===== src/rtl/uart_pkg.sv =====
// Shared types and constants for the UART transmit queue.
// Optional flush port is enabled by defining UART_TXQ_FLUSH_EN.
package uart_pkg;

    localparam int UART_DATA_W = 8;

    typedef enum logic [1:0] {
        IDLE = 2'd0,
        SEND = 2'd1,
        WAIT = 2'd2,
        GAPW = 2'd3
    } txq_state_e;

endpackage


===== src/rtl/uart_sync_fifo.sv =====
// Single-clock FIFO with registered occupancy and combinational head read.
// clr empties the FIFO in one cycle and takes priority over push/pop.
module uart_sync_fifo #(
    parameter int DEPTH = 16,
    parameter int WIDTH = 8,
    localparam int AW = $clog2(DEPTH)
) (
    input  logic             clk,
    input  logic             rst,
    input  logic             clr,
    input  logic             push,
    input  logic             pop,
    input  logic [WIDTH-1:0] din,
    output logic [WIDTH-1:0] dout,
    output logic             full,
    output logic             empty,
    output logic [AW:0]      count
);

    logic [WIDTH-1:0] mem_q [DEPTH];
    logic [AW-1:0]    wr_ptr_q, wr_ptr_d;
    logic [AW-1:0]    rd_ptr_q, rd_ptr_d;
    logic [AW:0]      count_q, count_d;
    logic             do_push;
    logic             do_pop;

    assign full  = (count_q == (AW+1)'(DEPTH));
    assign empty = (count_q == '0);
    assign count = count_q;
    assign dout  = mem_q[rd_ptr_q];

    assign do_push = push && !full && !clr;
    assign do_pop  = pop && !empty && !clr;

    // Pointers are exactly AW bits wide, so wrap modulo DEPTH is free.
    always_comb begin
        wr_ptr_d = wr_ptr_q;
        rd_ptr_d = rd_ptr_q;
        count_d  = count_q;
        if (clr) begin
            wr_ptr_d = '0;
            rd_ptr_d = '0;
            count_d  = '0;
        end else begin
            if (do_push) wr_ptr_d = wr_ptr_q + AW'(1);
            if (do_pop)  rd_ptr_d = rd_ptr_q + AW'(1);
            count_d = count_q + (AW+1)'(do_push) - (AW+1)'(do_pop);
        end
    end

    always_ff @(posedge clk) begin
        if (rst) begin
            wr_ptr_q <= '0;
            rd_ptr_q <= '0;
            count_q  <= '0;
        end else begin
            wr_ptr_q <= wr_ptr_d;
            rd_ptr_q <= rd_ptr_d;
            count_q  <= count_d;
        end
    end

    always_ff @(posedge clk) begin
        if (do_push) mem_q[wr_ptr_q] <= din;
    end

endmodule


===== src/rtl/uart_tx_queue.sv =====
// Byte FIFO plus pacing FSM feeding a UART transmitter via send/tx_data/tx_done.
// Define UART_TXQ_FLUSH_EN to add the flush port.
module uart_tx_queue
    import uart_pkg::*;
#(
    parameter int DEPTH = 16,
    parameter int GAP   = 0,
    localparam int AW   = $clog2(DEPTH)
) (
    input  logic                   clk,
    input  logic                   rst,
    input  logic                   wr_en,
    input  logic [UART_DATA_W-1:0] wr_data,
    output logic                   full,
    output logic                   empty,
    output logic [AW:0]            count,
    output logic                   overflow,
    output logic                   busy,
    output logic                   send,
    output logic [UART_DATA_W-1:0] tx_data,
    input  logic                   tx_done,
`ifdef UART_TXQ_FLUSH_EN
    input  logic                   flush,
`endif
    output logic [1:0]             dbg_state
);

    // Handshakes: the host may write whenever full=0 (writes while full are
    // dropped); send is a one-cycle start, tx_data holds until the one-cycle
    // tx_done, and tx_done is only honoured in WAIT.

    txq_state_e             state_q, state_d;
    logic [UART_DATA_W-1:0] tx_data_q, tx_data_d;
    logic [7:0]             gap_cnt_q, gap_cnt_d;
    logic                   send_q, send_d;
    logic                   busy_q, busy_d;
    logic                   overflow_q, overflow_d;
    logic                   flush_w;
    logic                   push;
    logic                   pop;
    logic                   drop;
    logic [UART_DATA_W-1:0] fifo_dout;

`ifdef UART_TXQ_FLUSH_EN
    assign flush_w = flush;
`else
    assign flush_w = 1'b0;
`endif

    assign push = wr_en && !full && !flush_w;
    // A write during flush is discarded silently rather than counted as overflow.
    assign drop = wr_en && full && !flush_w;

    uart_sync_fifo #(
        .DEPTH (DEPTH),
        .WIDTH (UART_DATA_W)
    ) u_fifo (
        .clk   (clk),
        .rst   (rst),
        .clr   (flush_w),
        .push  (push),
        .pop   (pop),
        .din   (wr_data),
        .dout  (fifo_dout),
        .full  (full),
        .empty (empty),
        .count (count)
    );

    always_comb begin
        state_d    = state_q;
        tx_data_d  = tx_data_q;
        gap_cnt_d  = gap_cnt_q;
        pop        = 1'b0;
        overflow_d = flush_w ? 1'b0 : (overflow_q | drop);
        case (state_q)
            IDLE: begin
                if (!empty) begin
                    pop       = 1'b1;
                    tx_data_d = fifo_dout;
                    state_d   = SEND;
                end
            end
            SEND: state_d = WAIT;
            WAIT: begin
                if (tx_done) begin
                    gap_cnt_d = '0;
                    state_d   = (GAP > 0) ? GAPW : IDLE;
                end
            end
            GAPW: begin
                if (gap_cnt_q == 8'(GAP - 1)) state_d = IDLE;
                else gap_cnt_d = gap_cnt_q + 8'd1;
            end
            default: state_d = IDLE;
        endcase
        send_d = (state_d == SEND);
        busy_d = (state_d != IDLE);
    end

    always_ff @(posedge clk) begin
        if (rst) begin
            state_q    <= IDLE;
            tx_data_q  <= '0;
            gap_cnt_q  <= '0;
            send_q     <= 1'b0;
            busy_q     <= 1'b0;
            overflow_q <= 1'b0;
        end else begin
            state_q    <= state_d;
            tx_data_q  <= tx_data_d;
            gap_cnt_q  <= gap_cnt_d;
            send_q     <= send_d;
            busy_q     <= busy_d;
            overflow_q <= overflow_d;
        end
    end

    assign send      = send_q;
    assign busy      = busy_q;
    assign tx_data   = tx_data_q;
    assign overflow  = overflow_q;
    assign dbg_state = state_q;

endmodule


===== config.mk =====
export PLATFORM = sky130hd
export DESIGN_NAME = uart_tx_queue
export DESIGN_NICKNAME = d
export VERILOG_FILES = /design/src/rtl/uart_pkg.sv /design/src/rtl/uart_sync_fifo.sv /design/src/rtl/uart_tx_queue.sv
export SDC_FILE = /design/constraint.sdc
export NUM_CORES = 1
export LEC_CHECK = 0
export ABC_AREA = 1
export CORE_ASPECT_RATIO = 0.7
export CORE_MARGIN = 2
export CORE_UTILIZATION = 32
export CTS_CLUSTER_DIAMETER = 30
export DETAILED_ROUTE_END_ITERATION = 16
export PLACE_DENSITY_LB_ADDON = 0.1
export SLEW_MARGIN = 15
export SYNTH_ARGS = -nofsm -noshare
export SYNTH_HDL_FRONTEND = slang
export SYNTH_HIERARCHICAL = 1
export SYNTH_SLANG_ARGS = --single-unit

===== constraint.sdc =====
create_clock -name clk -period 2.6 [get_ports clk]
set_input_delay 0.39 -clock clk [delete_from_list [all_inputs] [get_ports clk]]
set_output_delay 0.39 -clock clk [all_outputs]
set_load 0.01 [all_outputs]

==> impl_summary.log <==
INFO  metric run_status = finished clean
INFO  metric synth_sequential_area_ratio = 0.616
INFO  metric worst_path_dominant_cell_family = adder cells
INFO  metric post-place-ws = -0.0456 ns
INFO  metric ios = 32
INFO  metric timing.final.ws_setup = 0.226 ns
INFO  metric yosys_warnings = 6
INFO  metric synthTopCellsByArea = sky130_fd_sc_hd__edfxtp_1 51%, sky130_fd_sc_hd__nand2_1 11%, sky130_fd_sc_hd__dfxtp_1 10%
INFO  metric wl_per_cell = 16.1 µm
INFO  metric setup_tns = 0 ns
INFO  metric period_needed = 2.37 ns
INFO  metric setup_violations = 0
INFO  metric initial_utilization = 0.328
INFO  metric stdcell_count = 1,178
INFO  metric period_share = 0.913
INFO  metric post-place-cells = 1,146
INFO  metric whs = 0.501 ns
INFO  metric synthesized_area_fraction_occupied_by_and_or_nand_nor_cells = 0.241
INFO  metric global_route_wire_length_before_repair = 29.3 mm
INFO  metric relSlewSlack = 0.555
INFO  metric worst_setup_path_endpoint = u_fifo/count[4]
INFO  metric critPathBufInv = 4
INFO  metric cellLeakagePower = 0.00382 µW
INFO  metric dr_total_vias = 5,307
INFO  metric crit_slowest_cell = sky130_fd_sc_hd__fa_2
INFO  metric synth_mux_area_frac = 0
INFO  metric max_cap_viol_count = 0
INFO  metric dieHeight = 132 µm
INFO  metric finalWeightedCongestion = 0.789
INFO  metric worstSetupPathType = flop to flop
INFO  metric detailedRoute.firstPassIterationCount = 5
INFO  metric cts_setup_buffers = 0
INFO  metric tritoncts_num_sinks = 166
INFO  metric ff2ff_setup_slack = 0.23 ns
INFO  metric synth_top_family_by_area = simple AND/OR/NAND/NOR gates
INFO  metric detail_route.vias_per_cell = 4.51
INFO  metric post_synth_num_cell_types = 32
INFO  metric startpoint = u_fifo/count[2]
INFO  metric ys.flop_type = sky130_fd_sc_hd__edfxtp_1
INFO  metric fillers = 2,305
INFO  metric worst_setup_start_kind = flop
INFO  metric final_hold_violation_count = 0
INFO  metric ctsHtreeMaxLevel = 4
INFO  metric startpoint_of_the_most_critical_register_to_register_path = u_fifo/count[2]
INFO  metric cts.reportedPaths.clkPinSlew = 0.07 ns
INFO  metric finalInstanceArea = 0.00893 mm²
INFO  metric worst_path_arrival = 2.70 ns
INFO  metric yosys.area.top_type = sky130_fd_sc_hd__edfxtp_1
INFO  metric timing.clock.skew = 0.00927 ns
INFO  metric chipWidth = 187 µm
INFO  metric post_synth_xor_area_fraction = 0.00469
INFO  metric placed_cell_area = 0.00830 mm²
INFO  metric ys_async_sr_fraction = 0
INFO  metric cp_cell_sequence = inv_2, ha_4, nand3_4, inv_4, nor3_4, nand3_2, inv_1, ha_1, inv_1, ha_1, fa_2, nand2_1, a21oi_1, nor2_1, nand2_1, nand2_1, nor2_1
INFO  metric ant_nets = 0
INFO  metric area_growth = 19.5%
INFO  metric adder_cell_share_of_the_synthesized_area = 0.0228
INFO  metric synthesized_area_fraction_occupied_by_ao_oa_aoi_and_oai_cells = 0.0194
INFO  metric post_route_cells_drive_above_1_share = 0.122
INFO  metric end_kind = flop
INFO  metric detail_route.iter0.violations = 463
INFO  metric routed_wl = 19.0 mm
INFO  metric cp_max_fo = 5
INFO  metric dpl.hpwl = 12.6 mm
INFO  metric power.density = 645 mW/mm²
INFO  metric synth-edff-count = 128
INFO  metric sequential_standard_cell_area = 0.00461 mm²
INFO  metric grt_setup_unrepaired = no
INFO  metric cts-buffers-inserted = 17
INFO  metric leftover_overflow_at_the_end_of_global_routing = 0
INFO  metric fp.dieArea = 0.0246 mm²
INFO  metric timing.critical_path.slowest_cell_delay = 0.35 ns
INFO  metric drt_drc_violations_left = 0
INFO  metric synthCells = 791
INFO  metric holdCritPathClass = flop to flop
INFO  metric cp_common_cell = sky130_fd_sc_hd__nand2_1
INFO  metric initial_antenna_violation_count = 1
INFO  metric clock.fmax = 421 MHz
INFO  metric synth_largest_type_area_fraction = 0.514
INFO  metric numPortBuffers = 31
INFO  metric post_synth.cell_area_avg = 9.44 µm²
INFO  metric maxSlewViolCount = 0
INFO  metric cts_root_buf = sky130_fd_sc_hd__clkbuf_16
INFO  metric timing.critical_path.required = 2.92 ns
INFO  metric critical_path_cell_count = 17
INFO  metric via_count_of_the_first_global_routing_pass = 5,136
INFO  metric area_occupied_by_multi_input_gates = 0.00220 mm²
INFO  metric nets = 878
INFO  metric pin_count_of_the_biggest_net_entering_global_routing = 65
INFO  metric antennaDiodeCount = 0
INFO  metric grt_util_all_layers = 0.158
INFO  metric rr_endpoint = u_fifo/count[4]
INFO  metric cts_tree = yes
INFO  metric vdd_drop_max = 430 µV
INFO  metric mappedNetlistArea = 0.00747 mm²
INFO  metric area_of_the_placeable_core = 0.0228 mm²
INFO  metric worst-slew-pin-transition = 0.666 ns
INFO  metric clk_path_buf_depth = 2
INFO  metric clk-insertion-delay-late = 0.43 ns
INFO  metric rows = 46
INFO  metric worstRegToRegCells = 17
INFO  metric ys_ff_latch = 166
==> cell type report <==
cell class,count,share of cell area
sequential,166,0.516
multi-input combinational,460,0.247
timing repair buffer,69,0.0681
inverter,139,0.0596
clock buffer,20,0.0535
tap,312,0.0437
clock inverter,12,0.0121
==> power by group <==
group / switching, µW / internal, µW / total, µW
clock network: 1080 / 1440 / 2520
logic: 196 / 124 / 320
registers: 23.3 / 2890 / 2910
==> kinds of logic after synthesis <==
| family | after synthesis |
|---|---|
| buf+inv | 166 |
| other cells | 1 |
| flops | 166 |
| fa+ha+maj | 13 |
| xor+xnor | 4 |
| simple gates | 415 |
| compound gates | 26 |
==> synthesized netlist by cell type, types with 2 or more instances <==
cell type,instances
sky130_fd_sc_hd__nand3b_1,2
sky130_fd_sc_hd__nand2_2,4
sky130_fd_sc_hd__inv_1,133
sky130_fd_sc_hd__o21ai_0,17
sky130_fd_sc_hd__nand2_1,212
sky130_fd_sc_hd__buf_4,3
sky130_fd_sc_hd__xor2_1,4
sky130_fd_sc_hd__ha_1,12
sky130_fd_sc_hd__nand2_4,4
sky130_fd_sc_hd__nor2_1,75
sky130_fd_sc_hd__clkbuf_1,2
sky130_fd_sc_hd__buf_6,7
sky130_fd_sc_hd__a21oi_1,7
sky130_fd_sc_hd__edfxtp_1,128
sky130_fd_sc_hd__buf_2,15
sky130_fd_sc_hd__dfxtp_1,38
sky130_fd_sc_hd__nand3_1,108
sky130_fd_sc_hd__nor2_2,3
sky130_fd_sc_hd__inv_2,4
==> cells in the final DEF, fill, tap and decap left out, types with 2 or more instances in the layout <==
master / count
sky130_fd_sc_hd__a21oi_1: 7
sky130_fd_sc_hd__buf_4: 37
sky130_fd_sc_hd__clkbuf_16: 18
sky130_fd_sc_hd__clkbuf_8: 2
sky130_fd_sc_hd__clkdlybuf4s50_1: 31
sky130_fd_sc_hd__conb_1: 2
sky130_fd_sc_hd__dfxtp_1: 36
sky130_fd_sc_hd__dfxtp_2: 2
sky130_fd_sc_hd__edfxtp_1: 128
sky130_fd_sc_hd__ha_1: 11
sky130_fd_sc_hd__inv_1: 129
sky130_fd_sc_hd__inv_2: 7
sky130_fd_sc_hd__inv_4: 8
sky130_fd_sc_hd__inv_6: 4
sky130_fd_sc_hd__nand2_1: 212
sky130_fd_sc_hd__nand2_2: 4
sky130_fd_sc_hd__nand2_4: 4
sky130_fd_sc_hd__nand3_1: 105
sky130_fd_sc_hd__nand3_2: 3
sky130_fd_sc_hd__nand3b_1: 2
sky130_fd_sc_hd__nor2_1: 73
sky130_fd_sc_hd__nor2_2: 4
sky130_fd_sc_hd__nor2_4: 2
sky130_fd_sc_hd__o21ai_0: 17
sky130_fd_sc_hd__xor2_1: 4
==> worst reg2reg max path: stages, from the launching register on <==
cell,delay (ns)
sky130_fd_sc_hd__dfxtp_2,0.33
sky130_fd_sc_hd__inv_2,0.07
sky130_fd_sc_hd__ha_4,0.16
sky130_fd_sc_hd__nand3_4,0.12
sky130_fd_sc_hd__inv_4,0.09
sky130_fd_sc_hd__nor3_4,0.04
sky130_fd_sc_hd__nand3_2,0.10
sky130_fd_sc_hd__inv_1,0.06
sky130_fd_sc_hd__ha_1,0.26
sky130_fd_sc_hd__inv_1,0.04
sky130_fd_sc_hd__ha_1,0.20
sky130_fd_sc_hd__fa_2,0.35
sky130_fd_sc_hd__nand2_1,0.09
sky130_fd_sc_hd__a21oi_1,0.07
sky130_fd_sc_hd__nor2_1,0.14
sky130_fd_sc_hd__nand2_1,0.07
sky130_fd_sc_hd__nand2_1,0.06
sky130_fd_sc_hd__nor2_1,0.04
==> per-layer routing <==
layer  track usage  wire [µm]
met4        0.0450        211
met2         0.229       7930
met3        0.0397       1130
met1         0.232       9720
met5             0          0
==> registers in the layout, indices dropped and copies added, names as in the netlist, 2 cells and up, named ones only <==
register and cells:
u_fifo/wr_ptr_q 4, gap_cnt_q 8, tx_data 8, dbg_state 2, u_fifo/rd_ptr_q 4, u_fifo/mem_q 128
u_fifo/count 5
==> through the flow <==
stage	util	total power (µW)
after floorplan	-	3110
after global placement	0.364	3290
after detailed placement	0.364	3290
after CTS	0.390	5810
after global routing	0.392	5950
final	0.392	5760
==> how the worst min path moves through the flow <==
stage / from / endpoint / cells past startpoint / slack, ns
floorplan: u_fifo/rd_ptr_q[2] / flop / 2 / 0.45
global placement: overflow / overflow / 2 / 0.46
detailed placement: overflow / overflow / 2 / 0.48
CTS: overflow / overflow / 2 / 0.50
global route: u_fifo/rd_ptr_q[2] / flop / 2 / 0.55
finish: overflow / overflow / 2 / 0.50
==> repair_timing <==
item | 4_1_cts | 5_1_grt
hold buffers | 0 | 0
resized for setup | 0 | 12
setup endpoints to repair | 0 | 1
Note: power is estimated with default switching activity, not from simulation.
